File: src/rtl/atm_account_arbiter.sv
// Round-robin arbiter that serialises deposit/withdraw/balance transactions from
// several ATM terminals onto one shared account-balance store.
module atm_account_arbiter #(
    parameter int NUM_TERM = 2,
    parameter int ACCT_W   = 2,
    parameter int AMT_W    = 5,
    parameter int BAL_W    = 5
) (
    input  logic                       clk,
    input  logic                       rst,
    input  logic [NUM_TERM-1:0]        req,
    input  logic [3*NUM_TERM-1:0]      op,
    input  logic [AMT_W*NUM_TERM-1:0]  amount,
    input  logic [ACCT_W*NUM_TERM-1:0] acct,
    output logic [NUM_TERM-1:0]        gnt,
    output logic [NUM_TERM-1:0]        done,
    output logic [1:0]                 status,
    output logic [BAL_W-1:0]           bal_out,
    output logic                       busy
);

    localparam int IDX_W    = (NUM_TERM > 1) ? $clog2(NUM_TERM) : 1;
    localparam int NUM_ACCT = 1 << ACCT_W;
    localparam logic [IDX_W-1:0] LAST_RST = IDX_W'(NUM_TERM - 1);

    localparam logic [2:0] OP_DEPOSIT  = 3'b001;
    localparam logic [2:0] OP_WITHDRAW = 3'b010;
    localparam logic [2:0] OP_BALANCE  = 3'b011;

    localparam logic [1:0] ST_OK     = 2'b00;
    localparam logic [1:0] ST_INSUFF = 2'b01;
    localparam logic [1:0] ST_OVFL   = 2'b10;
    localparam logic [1:0] ST_BAD    = 2'b11;

    typedef enum logic [1:0] {
        IDLE = 2'd0,
        EXEC = 2'd1,
        RESP = 2'd2
    } state_t;

    state_t state, state_nx;

    logic [IDX_W-1:0]  last;
    logic [IDX_W-1:0]  winner;
    logic [IDX_W-1:0]  pick;
    logic              any_req;

    logic [2:0]        op_l;
    logic [AMT_W-1:0]  amount_l;
    logic [ACCT_W-1:0] acct_l;

    logic [BAL_W-1:0]  store [NUM_ACCT];

    logic [BAL_W-1:0]  bal_rd;
    logic [BAL_W-1:0]  amt_ext;
    logic [BAL_W:0]    sum;
    logic [1:0]        exec_status;
    logic [BAL_W-1:0]  exec_bal;
    logic              exec_we;

    function automatic logic [IDX_W-1:0] rr_idx(input logic [IDX_W-1:0] base, input int offset);
        return IDX_W'((int'(base) + offset) % NUM_TERM);
    endfunction

    // Scan starts just after the last winner, so the previous winner has lowest priority.
    always_comb begin
        any_req = 1'b0;
        pick    = last;
        for (int i = 1; i <= NUM_TERM; i++) begin
            if (!any_req && req[rr_idx(last, i)]) begin
                any_req = 1'b1;
                pick    = rr_idx(last, i);
            end
        end
    end

    // NOTE: state and all registers update with non-blocking assignments so every
    // process samples the same pre-edge values regardless of evaluation order.
    always_ff @(posedge clk) begin
        if (rst) begin
            state <= IDLE;
        end else begin
            state <= state_nx;
        end
    end

    always_comb begin
        state_nx = state;
        case (state)
            IDLE:    if (any_req) state_nx = EXEC;
            EXEC:    state_nx = RESP;
            RESP:    state_nx = IDLE;
            default: state_nx = IDLE;
        endcase
    end

    always_comb begin
        gnt  = '0;
        done = '0;
        busy = (state != IDLE);
        if (state == EXEC) gnt[winner]  = 1'b1;
        if (state == RESP) done[winner] = 1'b1;
    end

    // Read-modify-write evaluation of the latched transaction.
    always_comb begin
        bal_rd      = store[acct_l];
        amt_ext     = BAL_W'(amount_l);
        sum         = {1'b0, bal_rd} + {1'b0, amt_ext};
        exec_status = ST_BAD;
        exec_bal    = bal_rd;
        exec_we     = 1'b0;
        case (op_l)
            OP_DEPOSIT: begin
                if (amount_l == '0) begin
                    exec_status = ST_BAD;
                end else if (sum[BAL_W]) begin
                    exec_status = ST_OVFL;
                end else begin
                    exec_status = ST_OK;
                    exec_bal    = sum[BAL_W-1:0];
                    exec_we     = 1'b1;
                end
            end
            OP_WITHDRAW: begin
                if (amount_l == '0) begin
                    exec_status = ST_BAD;
                end else if (amt_ext > bal_rd) begin
                    exec_status = ST_INSUFF;
                end else begin
                    exec_status = ST_OK;
                    exec_bal    = bal_rd - amt_ext;
                    exec_we     = 1'b1;
                end
            end
            OP_BALANCE:  exec_status = ST_OK;
            default:     exec_status = ST_BAD;
        endcase
    end

    // NOTE: the balance store is cleared by reset because the account model requires
    // every balance to start at zero; this rules out a plain RAM macro.
    always_ff @(posedge clk) begin
        if (rst) begin
            for (int i = 0; i < NUM_ACCT; i++) store[i] <= '0;
            status   <= ST_OK;
            bal_out  <= '0;
            last     <= LAST_RST;
            winner   <= '0;
            op_l     <= '0;
            amount_l <= '0;
            acct_l   <= '0;
        end else begin
            if (state == IDLE && any_req) begin
                winner   <= pick;
                op_l     <= op[3*int'(pick) +: 3];
                amount_l <= amount[AMT_W*int'(pick) +: AMT_W];
                acct_l   <= acct[ACCT_W*int'(pick) +: ACCT_W];
            end
            if (state == EXEC) begin
                status  <= exec_status;
                bal_out <= exec_bal;
                if (exec_we) store[acct_l] <= exec_bal;
            end
            if (state == RESP) last <= winner;
        end
    end

endmodule

File: config.mk
export PLATFORM = sky130hd
export DESIGN_NAME = atm_account_arbiter
export DESIGN_NICKNAME = d
export VERILOG_FILES = /design/src/rtl/atm_account_arbiter.sv
export SDC_FILE = /design/constraint.sdc
export NUM_CORES = 1
export LEC_CHECK = 0
export ABC_AREA = 1
export BUFFER_PORTS_ARGS = -buffer_cell sky130_fd_sc_hd__buf_2
export CAP_MARGIN = 30
export CORE_ASPECT_RATIO = 1.5
export CORE_MARGIN = 3
export CORE_UTILIZATION = 62
export DETAILED_ROUTE_END_ITERATION = 12
export PLACE_DENSITY = 0.94
export RECOVER_POWER = 25
export SETUP_SLACK_MARGIN = 0.3
export SLEW_MARGIN = 10
export SYNTH_ARGS = -nofsm -noshare
export SYNTH_HDL_FRONTEND = slang
export SYNTH_SLANG_ARGS = --single-unit
File: constraint.sdc
create_clock -name clk -period 4.85 [get_ports clk]
set_input_delay 0.485 -clock clk [delete_from_list [all_inputs] [get_ports clk]]
set_output_delay 0.485 -clock clk [all_outputs]
set_load 0.02 [all_outputs]
==> summary.md, run 1 <==
| Metric | Value |
|---|---|
| Status | finished clean |
| Number of setup buffers added after CTS | 0 |
| Diode count | 0 |
| WP data required | 4.85 ns |
| Critical path class | flip-flop to flip-flop |
| Detail Route Antenna Nets | 0 |
| Initial antenna violation count | 0 |
| Root Driver | clkbuf_8 |
| Placer Congestion | 0.870 |
| Slowest-stage cell, CP | a32oi_1 |
| Setup TNS | 0 ns |
| Post-Syn Nets | 371 |
| Nets | approximately 400 |
| Final Critical Period | 3.00 ns |
| Fin area | 2880 um2 |
| Synthesized area | 2640 um2 |
| Slew @ Worst Pin | about 0.90 ns |
| CP top delay family | simple AND/OR/NAND/NOR gates |
| Crit start category | flip-flop |
| DIE HEIGHT | 86.0 um |
| CTS Hold Bufs | 0 |
| RSZ-0062 raised after global routing | false |
| Fill cells | 282 |
| Routed WL | 5.97 mm |
| Hpwl dp | 4.58 mm |
| Syn Area/Cell | 7.89 um2 |
| Critical Path Max Stage Delay | about 0.57 ns |
| Crit-path max FO | 11 |
| Worst skew pair latency | 0.30 ns |
| Core ar. | between 4000 and 5000 um2 |
| Max_slew headroom | roughly 40% |
| Cell Int Power | roughly 620 uW |
| Combinational group share of total power | a little over a third |
| # rows | 28 |
| Synth cell types | 39 |
| Leak pwr | 0.00138 uW |
| Tcrit/Tclk final | between 60 and 70% |
| Worst path buffer plus inverter count | 4 |
| Hold Crit Class | primary input to flip-flop |
| Seq cells post-synth | 43 |
| Slew Limit Fails | 0 |
| Max frequency | 333 MHz |
| Initial core utilization | 65.6% |
| Setup violators final | 0 |
| Pin count of the biggest net entering global routing | 23 |
| Reg power frac | 42.6% |
| Clock Skews | 0.00831 ns |
| Overall routing resource usage | 26.4% |
| CTS tree | built |
| Psw | 394 uW |
| Clock share of power | 22.6% |
| Layout cells sized above 1 | 17.1% |
| Syn-to-layout area delta | 8.94% |
| Hold Path Cell Cnt | 3 |
| Yosys warns | 0 |
| Via/cell ratio | 5.64 |
| Die Area | 5100 um2 |
| Final worst slack | 1.85 ns |
| Drt first pass iters | 5 |
| Final hold violations | 0 |
| Nature of the critical path endpoint | flip-flop |
| Sw Share | 38.7% |
| # H-tree levels | 2 |
| Sink Count | between 40 and 50 |
| PostCTS Resize Cnt | 0 |
| Worst EP arrival | ~3 ns |
| Via count | 2330 |
| Drt initial violations | 97 |
| Clock-pin slew on the worst setup and hold paths | 0.09 ns |
| Worst Reg-to-Reg Cells | 17 |
| Die Wd | 59.3 um |
| PwrDens | 354 nW/um2 |
| Overflow after GRT | 0 |
| WL/cell | 14.5 um |
| Synth top area cells | edfxtp_1, dfxtp_1, nand2_1 |
| Reg2reg end | store[3][1] |
| Area leader, netlist | edfxtp_1 |
| Cells after Synth | 335 |
| Vias in the first global route | 2267 |
| Number of max-cap violations | 0 |
| Sequential share of the synthesized area | between 40% and 50% |
| DRC | 0 |
| Placed instance area | 2820 um2 |
| Worst-case clock buffer depth | 2 |
| First-pass GRT wire length | 10.2 mm |
| Port-buffer cells | 35 |
| Post-synth top area share | 22.7% |
| Ports | 36 |
| Worst vdd ir | 340 uV |
| WP depth | 17 |
| Crit path to | store[3][1] |
| Pre-CTS setup slack | 1.89 ns |
| Num CTS Buffers | 5 |
| Most frequent CP cell | nand2_1 |
| Setup slack, reg-to-reg | 1.85 ns |
| Worst path cell trace | inv_2 > nand2_1 > a32oi_1 > ha_1 > inv_1 > nand2_1 > nand2_1 > nand2_1 > nor2_2 > nor2_4 > nand2_4 > nand2_8 > nand2_8 > clkinv_8 > o21ai_1 > nand2_1 > inv_1 |
cell type report:
class / count / area (um2) / area share (%)
clock buffers: 5 / 68.8 / 2.39
clock inverters: 3 / 20.0 / 0.695
inverters: 58 / 233 / 8.08
multi-input cells: 224 / 1280 / 44.4
flip-flops and latches: 43 / 1060 / 36.8
well taps: 45 / 56.3 / 1.95
repair buffers: 35 / 163 / 5.65
cells by family after synthesis:
| kind of cell | count (synthesis) | share of synthesized area, % |
|---|---|---|
| AO/OA/AOI/OAI | 46 | 10.7 |
| XOR/XNOR | 5 | 1.66 |
| adder cells (fa/ha/maj) | 12 | 6.25 |
| buffers and inverters | 68 | 10.9 |
| flip-flops | 43 | 40.1 |
| AND/OR/NAND/NOR | 161 | 30.3 |
power by group through the flow:
stage	Clock (uW)	Combinational (uW)	Sequential, uW
3_3_place_gp	0	340	440
3_5_place_dp	0	350	441
2_1_floorplan	0	272	441
4_1_cts	228	355	433
6_report	230	354	434
5_1_grt	243	396	438
cells in the mapped netlist, drive strengths merged:
cell / instances
clkbuf: 5
nand2: 74
nor3: 2
o21ai: 15
edfxtp: 20
or2: 1
xnor2: 1
nand4: 1
o22ai: 2
inv: 56
nand3: 28
buf: 5
clkinv: 2
xor2: 4
nor2: 54
fa: 2
a32oi: 2
ha: 10
and2: 1
o211ai: 11
a21oi: 16
dfxtp: 23
through the flow:
step / instances / hold slack, ns / utilization (%) / power (uW)
6_report: 413 / 0.486 / 71.5 / 1020
5_1_grt: 413 / 0.506 / 71.5 / 1080
4_1_cts: 413 / 0.489 / 72.2 / 1020
3_5_place_dp: 405 / 0.477 / 70.0 / 791
3_3_place_gp: 405 / 0.462 / 70.0 / 780
2_1_floorplan: 335 / 0.443 / - / 712
how the worst min path moves through the flow:
stage / from / endpoint / slack (ns)
floorplan: last / last / 0.44
global placement: last / last / 0.46
detailed placement: last / last / 0.48
CTS: req[0] / state[0] / 0.49
global route: rst / state[0] / 0.51
finish: req[0] / state[0] / 0.49
registers in the layout, indices dropped and copies added (netlist names), 2 cells and up, named ones only:
register,flops
amount_l,5
state,2
bal_out,5
status,2
op_l,3
acct_l,2
store,20
layer usage:
layer	up-vias	track usage [%]	part of all wire, %	wire length [um]
met5	-	0	0	0
met4	0	12.6	4.5	269
met3	25	3.61	6.8	406
met2	128	46.1	52	3090
met1	1044	30.8	37	2200
li1	1133	-	-	-
worst register-to-register path, stage by stage (launching register included):
cell	delay, ns
dfxtp_1	0.41
inv_2	0.20
nand2_1	0.07
a32oi_1	0.57
ha_1	0.37
inv_1	0.06
nand2_1	0.04
nand2_1	0.07
nand2_1	0.09
nor2_2	0.14
nor2_4	0.07
nand2_4	0.08
nand2_8	0.07
nand2_8	0.09
clkinv_8	0.07
o21ai_1	0.07
nand2_1	0.06
inv_1	0.17
placed cells by master (no fill, tap or decap), drive strengths merged:
cell,instances
nand2,74
inv,56
nor2,54
nand3,28
buf,25
dfxtp,23
edfxtp,20
a21oi,16
o21ai,15
clkbuf,15
o211ai,11
ha,10
xor2,4
clkinv,3
a32oi,2
o22ai,2
fa,2
clkinvlp,2
nor3,2
xnor2,1
nand4,1
and2,1
or2,1
No activity file was read; power rests on OpenSTA's default activity.
==> run 2, diff against run 1 <==
- ABC_AREA: 1 -> 0
- CORE_UTILIZATION: 62 -> 51
- PLACE_DENSITY: 0.94 -> 0.84
- clock period: 4.85 -> 2.5 ns (I/O delays scaled with it)
==> run 2 against run 1 <==
Effect of this change: the run now ends with negative setup slack left; sequential share of layout area shrank 6.0 points; clock power grew to 2.8 times the previous value; first-iteration DRC count up 59%; clock skew fell by 0.0057 ns; die area grew 9.5%; core utilization rose by 7.1 points; register-to-register slack worse by 2.5 ns; critical path type unchanged; largest cell class unchanged.
==> summary.md, run 2 <==
| Metric | Value |
|---|---|
| Drt initial violations | 154 (was 97) |
| Final hold violations | 0 (unchanged) |
| Crit start category | flip-flop (unchanged) |
| Post-synthesis compound-gate area fraction | 16.5% (was 10.7%) |
| Most common cell after layout, fill and taps aside | buf_4 (was nand2_1) |
| Nature of the critical path endpoint | flip-flop (unchanged) |
| CP top delay family | compound AO/OA/AOI/OAI gates (was simple AND/OR/NAND/NOR gates) |
| Worst-case clock buffer depth | 2 (unchanged) |
| Detail Route Antenna Nets | 0 (unchanged) |
| Sink Count | 43 (unchanged) |
| Via/cell ratio | 6.14 (was 5.64) |
| Main combinational cell family by area after synthesis | simple AND/OR/NAND/NOR gates (unchanged) |
| Worst vdd ir | 778 uV (was 340 uV) |
| WP data required | 2.67 ns (was 4.85 ns) |
| Post-synth EDFFs | 20 (unchanged) |
| Placer Congestion | 0.822 (was 0.870) |
| Max frequency | 319 MHz (was 333 MHz) |
| CTS Hold Bufs | 0 (unchanged) |
| Pin count of the biggest net entering global routing | 27 (was 23) |
| Area leader, netlist | edfxtp_1 (unchanged) |
| Slew @ Worst Pin | 0.552 ns (was 0.899 ns) |
| Worst EP arrival | 3.30 ns (was 3.00 ns) |
| Post-Syn Nets | 270 (was 371) |
| # H-tree levels | 2 (unchanged) |
| Hold EP | op_l[1] (was state[0]) |
| Most flop-heavy register | store (unchanged) |
| Worst r2r src | store[2][4] |
| Yosys warns | 0 (unchanged) |
| DP Cell Count | 358 (was 405) |
| Port-buffer cells | 35 (unchanged) |
| Post-synthesis mux area share | 8.86% (was 0%) |
| Syn-to-layout area delta | 43.8% (was 8.94%) |
| First-pass GRT wire length | 12.1 mm (was 10.2 mm) |
| Number of max-cap violations | 0 (unchanged) |
| PwrDens | 693 nW/um2 (was 354 nW/um2) |
| Crit-path max FO | 4 (was 11) |
| Setup violators final | 46 (was 0) |
| Routed WL | 8.40 mm (was 5.97 mm) |
| Core ar. | 4390 um2 (was 4030 um2) |
| # rows | 29 (was 28) |
| Pre-CTS setup slack | -0.772 ns (was 1.89 ns) |
| Overflow after GRT | 0 (unchanged) |
| DIE HEIGHT | 90.0 um (was 86.0 um) |
| Synth cell types | 44 (was 39) |
| Hold Crit Class | primary input to flip-flop (unchanged) |
| Post-synth top cells | nor2_1, dfxtp_1, edfxtp_1 (was nand2_1, nor2_1, inv_1) |
| Overall routing resource usage | 29.8% (was 26.4%) |
| Initial core utilization | 54.7% (was 65.6%) |
| Most used DFF post-synth | dfxtp_1 (unchanged) |
| Cells after Synth | 234 (was 335) |
| Worst path cell trace | mux4_2 > ha_4 > buf_4 > o2111a_1 > o211ai_2 > a211o_4 > or3b_4 > buf_4 > nor2_1 (was inv_2 > nand2_1 > a32oi_1 > ha_1 > inv_1 > nand2_1 > nand2_1 > nand2_1 > nor2_2 > nor2_4 > nand2_4 > nand2_8 > nand2_8 > clkinv_8 > o21ai_1 > nand2_1 > inv_1) |
| Max FFs per register | 20 (unchanged) |
| Post-synthesis simple-gate area fraction | 18.7% (was 30.3%) |
| DRC | 0 (unchanged) |
| Vias in the first global route | 2319 (was 2267) |
| Initial antenna violation count | 0 (unchanged) |
| Syn Area/Cell | 10.3 um2 (was 7.89 um2) |
| Critical Path Max Stage Delay | 0.58 ns (was 0.57 ns) |
| Via count | 2320 (was 2330) |
| Ports | 36 (unchanged) |
| Most frequent CP cell | buf_4 (was nand2_1) |
| Clock Skews | 0.00263 ns (was 0.00831 ns) |
| Nets | 351 (was 403) |
| Slew Limit Fails | 0 (unchanged) |
| Worst Reg-to-Reg Cells | 9 (was 17) |
| Die Wd | 62.0 um (was 59.3 um) |
| CTS tree | built (unchanged) |
| Worst skew pair latency | 0.31 ns (was 0.30 ns) |
| Final worst slack | -0.632 ns (was 1.85 ns) |
| Final Critical Period | 3.13 ns (was 3.00 ns) |
| Clock-pin slew on the worst setup and hold paths | 0.08 ns (was 0.09 ns) |
| Slowest-stage cell, CP | mux4_2 (was a32oi_1) |
| Hpwl dp | 4.70 mm (was 4.58 mm) |
| Tcrit/Tclk final | 125% (was 61.9%) |
| Violated checks | negative setup slack |
| Reg2reg end | store[1][1] (was store[3][1]) |
| Min-Delay Startpoint | op[4] (was req[0]) |
| Drt first pass iters | 5 (unchanged) |
| Die Area | 5580 um2 (was 5100 um2) |
| Synthesized area | 2400 um2 (was 2640 um2) |
| Setup slack, reg-to-reg | -0.63 ns (was 1.85 ns) |
| Post-Synth XOR/XNOR Area | 0% (was 1.66%) |
| Diode count | 0 (unchanged) |
| Seq cells post-synth | 43 (unchanged) |
| RSZ-0062 raised after global routing | true (was false) |
| Synth top area cells | edfxtp_1, dfxtp_1, nor2_1 (was edfxtp_1, dfxtp_1, nand2_1) |
| Worst path buffer plus inverter count | 2 (was 4) |
| WL/cell | 22.2 um (was 14.5 um) |
| Largest registers in the final layout | store (20), amount_l (5), bal_out (5) (unchanged) |
| Ys async rst share | 0% (unchanged) |
| Leak pwr | 0.00142 uW (was 0.00138 uW) |
| Sequential share of the synthesized area | 44.2% (was 40.1%) |
| Layout cells sized above 1 | 49.1% (was 17.1%) |
| Num CTS Buffers | 5 (unchanged) |
| Root Driver | clkbuf_8 (unchanged) |
| Hold Path Cell Cnt | 3 (unchanged) |
| Status | complete, but fails checks (was finished clean) |
| Most frequent cells in the layout | buf_4, nor2_1, buf_2, dfxtp_1, edfxtp_1 (was nand2_1, nor2_1, inv_1, buf_2, dfxtp_1) |
| Critical path class | flip-flop to flip-flop (unchanged) |
| Fill cells | 230 (was 282) |
| Top-count cell post-synth | nor2_1 (was nand2_1) |
| Fin cells | 378 (was 413) |
| Post-synth top area share | 25.0% (was 22.7%) |
| Max_slew headroom | 63.2% (was 39.8%) |
| Post-synthesis adder-cell area fraction | 6.88% (was 6.25%) |
==> run 2: cell count changes after synthesis, moves of 5 or more <==
| cell | previous run | this run |
|---|---|---|
| a211oi_1 | 0 | 17 |
| a21oi_1 | 13 | 7 |
| inv_1 | 49 | 14 |
| inv_2 | 6 | 0 |
| mux2i_1 | 0 | 10 |
| mux4_2 | 0 | 5 |
| nand2_1 | 68 | 6 |
| nand2b_1 | 0 | 8 |
| nand3_1 | 22 | 2 |
| nor2_1 | 51 | 46 |
| nor2_2 | 1 | 6 |
| o211ai_1 | 10 | 2 |
| o21ai_0 | 12 | 6 |
==> run 2: logic make-up (layout without fill, tap and decap cells) <==
group                      Yosys count  count (layout)
and+or+nand+nor                     86              86
AOI/OAI and AO/OA                   51              51
DFF                                 43              43
buffers and inverters               27             109
muxes                               15              15
adders and majority gates           12              12
==> run 2: worst max path at each step <==
stage | start | to | slack [ns] | depth (start not counted)
global placement | flip-flop | store[1][0] | -0.62 | 8
global route | flip-flop | store[1][1] | -0.68 | 9
floorplan | flip-flop | store[2][0] | -0.67 | 11
detailed placement | flip-flop | store[1][0] | -0.77 | 8
CTS | flip-flop | store[1][0] | -0.53 | 8
finish | store[2][4] | store[1][1] | -0.63 | 9
==> run 2: worst reg2reg max path: stages (launching register included) <==
cell and delay [ns]:
edfxtp_1 0.46, mux4_2 0.58, ha_4 0.33, buf_4 0.14, o2111a_1 0.25, o211ai_2 0.15
a211o_4 0.40, or3b_4 0.42, buf_4 0.17, nor2_1 0.10
==> run 2: layout make-up <==
class                           instances  area (um2)  area share, %
Inverter                               14        52.6           1.52
Clock inverter                          3        67.6           1.96
Clock buffer                            5        68.8           1.99
Multi-Input combinational cell        164        1520           44.0
Sequential cell                        43        1060           30.8
Tap cell                               62        77.6           2.25
Timing Repair Buffer                   87         601           17.4
==> run 2: power breakdown <==
part	internal (uW)	total, uW	switching (uW)
registers	789	848	59.0
clock network	398	653	255
logic	409	891	482
total	1600	2390	795
==> run 2: per-stage QoR <==
| stage | setup TNS (ns) | cell area (um2) | hold slack, ns | power (uW) | util [%] |
|---|---|---|---|---|---|
| 2_1_floorplan | -21.37 | 2470 | 0.454 | 1250 | - |
| 3_3_place_gp | -25.37 | 2930 | 0.474 | 1480 | 66.8 |
| 3_5_place_dp | -30.33 | 2930 | 0.481 | 1510 | 66.8 |
| 4_1_cts | -19.89 | 3330 | 0.292 | 2270 | 75.9 |
| 5_1_grt | -26.39 | 3450 | 0.303 | 2470 | 78.6 |
| 6_report | -24.75 | 3450 | 0.291 | 2390 | 78.6 |
==> run 2: per-layer routing <==
metal	part of all wire, %	GRT usage, %
met5	0	0
met4	5.7	13.6
met3	6.9	5.73
met2	53	50.3
met1	34	34.3
==> run 2: timing repair <==
action,CTS,global route
endpoints found under the setup margin,47,47
gates cloned,0,0
gates resized for setup,46,22
setup buffers,7,5
hold endpoints to repair,0,0
pin swaps,18,7
==> run 3, diff against run 2 <==
--- a/constraint.sdc
+++ b/constraint.sdc
@@ -3,2 +3,2 @@
 set_output_delay 0.25 -clock clk [all_outputs]
-set_load 0.02 [all_outputs]
+set_load 0.1 [all_outputs]
==> run 3 against run 2 <==
Effect of this change: the flow still finishes with violations (negative setup slack); non-clock buffer count is the same; highest routed layer unchanged; critical path depth unchanged; first-iteration DRC count is the same; final cell count is the same; largest cell class unchanged; clock power about the same; sequential power about the same; setup slack about the same; core utilization barely moved; clock skew is essentially flat; register-to-register slack hardly changed.
==> summary.md, run 3 (synthesis results as in run 2) <==
| Metric | Value |
|---|---|
| Reg area | 1060 um2 (unchanged) |
| Crit start category | flip-flop (unchanged) |
| WP data required | 2.67 ns (about the same) |
| Slowest-stage cell, CP | mux4_2 (unchanged) |
| Critical path class | flip-flop to flip-flop (unchanged) |
| Core ar. | 4390 um2 (unchanged) |
| DRC | 0 (unchanged) |
| Via count | 2319 (was 2320) |
| Setup slack, reg-to-reg | -0.63 ns (about the same) |
| Worst r2r src | store[2][4] (unchanged) |
| Most flop-heavy register | store (unchanged) |
| Hold Crit Class | primary input to flip-flop (unchanged) |
| Worst-case clock buffer depth | 2 (unchanged) |
| Min-Delay Startpoint | op[4] (unchanged) |
| Crit-path max FO | 4 (unchanged) |
| Most frequent CP cell | buf_4 (unchanged) |
| Placed instance area | 2930 um2 (unchanged) |
| DIE HEIGHT | 90.0 um (unchanged) |
| Tcrit/Tclk final | 125% (about the same) |
| Largest registers in the final layout | store (20), amount_l (5), bal_out (5) (unchanged) |
| Crit. Startpoint | store[2][4] (unchanged) |
| Final Critical Period | 3.13 ns (about the same) |
| Status | complete, but fails checks (unchanged) |
| Nature of the critical path endpoint | flip-flop (unchanged) |
| Layout cells sized above 1 | 49.4% (was 49.1%) |
| Placer Congestion | 0.822 (unchanged) |
| Clock-pin slew on the worst setup and hold paths | 0.08 ns (about the same) |
| Final hold violations | 0 (unchanged) |
| Pin count of the biggest net entering global routing | 27 (unchanged) |
| PwrDens | 723 nW/um2 (was 693 nW/um2) |
| Routed WL | 8.41 mm (was 8.40 mm) |
| Reg2reg end | store[1][1] (unchanged) |
| Max frequency | 319 MHz (about the same) |
| Worst EP arrival | 3.30 ns (about the same) |
| Most frequent cells in the layout | buf_4, nor2_1, buf_2, dfxtp_1, edfxtp_1 (unchanged) |
| Leak pwr | 0.00142 uW (about the same) |
| Syn-to-layout area delta | 43.8% (about the same) |
| # rows | 29 (unchanged) |
| Setup violators final | 46 (unchanged) |
| Max FFs per register | 20 (unchanged) |
| Initial core utilization | 54.7% (unchanged) |
| Hpwl dp | 4.70 mm (unchanged) |
| Drt first pass iters | 5 (unchanged) |
| Hold Path Cell Cnt | 3 (unchanged) |
| First-pass GRT wire length | 12.1 mm (unchanged) |
| Worst Reg-to-Reg Cells | 9 (unchanged) |
| Number of max-cap violations | 0 (unchanged) |
| Ports | 36 (unchanged) |
| Sink Count | 43 (unchanged) |
| Drt initial violations | 154 (unchanged) |
| Diode count | 0 (unchanged) |
| Critical Path Max Stage Delay | 0.58 ns (about the same) |
| Overflow after GRT | 0 (unchanged) |
| CTS tree | built (unchanged) |
| Crit path to | store[1][1] (unchanged) |
| Worst vdd ir | 796 uV (was 778 uV) |
| RSZ-0062 raised after global routing | true (unchanged) |
| Most common cell after layout, fill and taps aside | buf_4 (unchanged) |
| # H-tree levels | 2 (unchanged) |
| Violated checks | negative setup slack (unchanged) |
| Initial antenna violation count | 0 (unchanged) |
| Die Wd | 62.0 um (unchanged) |
| PnR Total Power | 2500 uW (was 2390 uW) |
| CP top delay family | compound AO/OA/AOI/OAI gates (unchanged) |
| Nets | 351 (unchanged) |
| Die Area | 5580 um2 (unchanged) |
| Multi-input gate area | 1520 um2 (unchanged) |
| Fin area | 3450 um2 (about the same) |
| Final worst slack | -0.632 ns (about the same) |
| Port-buffer cells | 35 (unchanged) |
| WL/cell | 22.3 um (was 22.2 um) |
| Overall routing resource usage | 29.8% (unchanged) |
| Num CTS Buffers | 5 (unchanged) |
| Worst path buffer plus inverter count | 2 (unchanged) |
| Detail Route Antenna Nets | 0 (unchanged) |
| Via/cell ratio | 6.13 (was 6.14) |
| Slew Limit Fails | 0 (unchanged) |
| Worst path cell trace | mux4_2 > ha_4 > buf_4 > o2111a_1 > o211ai_2 > a211o_4 > or3b_4 > buf_4 > nor2_1 (unchanged) |
| Max_slew headroom | 20.2% (was 63.2%) |
| Fill cells | 229 (was 230) |
| Root Driver | clkbuf_8 (unchanged) |
| Clock Skews | 0.00261 ns (was 0.00263 ns) |
| Vias in the first global route | 2319 (unchanged) |
| Worst skew pair latency | 0.31 ns (about the same) |
| WP depth | 9 (unchanged) |
| Slew @ Worst Pin | 1.20 ns (was 0.552 ns) |
run 3: changes by cell type in the layout (fill, tap and decap cells not counted), sizes merged:
cell    change
buf         +1
clkbuf      -1
run 3: cell type report:
cell class,count,share of cell area (%)
inverter,14,1.52
timing repair buffer,87,17.4
multi-input combinational,164,44.0
clock buffer,5,1.99
sequential,43,30.8
clock inverter,3,1.96
tap,62,2.25
run 3: through the flow:
stage	setup TNS [ns]	worst slack (ns)	hold WS (ns)	utilization [%]	std cells
floorplan	-21.37	-0.666	0.454	-	234
global placement	-25.37	-0.621	0.474	66.8	358
detailed placement	-30.33	-0.772	0.481	66.8	358
CTS	-19.89	-0.529	0.292	75.9	373
global route	-26.39	-0.679	0.303	78.7	378
finish	-24.76	-0.632	0.291	78.7	378
run 3: how the worst min path moves through the flow:
stage,to
2_1_floorplan,last
3_3_place_gp,last
3_5_place_dp,status[0]
4_1_cts,op_l[2]
5_1_grt,op_l[1]
6_report,op_l[1]
run 3: routing by layer:
layer / vias to the layer above / share of wire, % / global-route usage, %
met2: 149 / 53 / 50.3
met3: 39 / 6.9 / 5.73
met5: - / 0 / 0
met4: 0 / 5.7 / 13.6
met1: 1128 / 34 / 34.3
li1: 1003 / - / -
run 3: power by group:
group	leakage, uW	switching (uW)	internal (uW)	total [uW]
registers	0.000398	58.9	789	848
clock network	0.0000644	254	398	653
logic	0.000960	585	409	995
total	0.00142	899	1600	2500
run 3: tightest hold or removal path, delay by kind of cell:
kind            cells  cell delay, ns
buf+inv             1            0.09
mux                 1            0.12
compound gates      1            0.09
run 3: what timing repair did:
item                       4_1_cts  5_1_grt
setup buffers                    7        5
setup endpoints to repair       47       47
gates cloned                     0        0
pin swaps                       18        7
resized for setup               46       22
hold buffers                     0        0
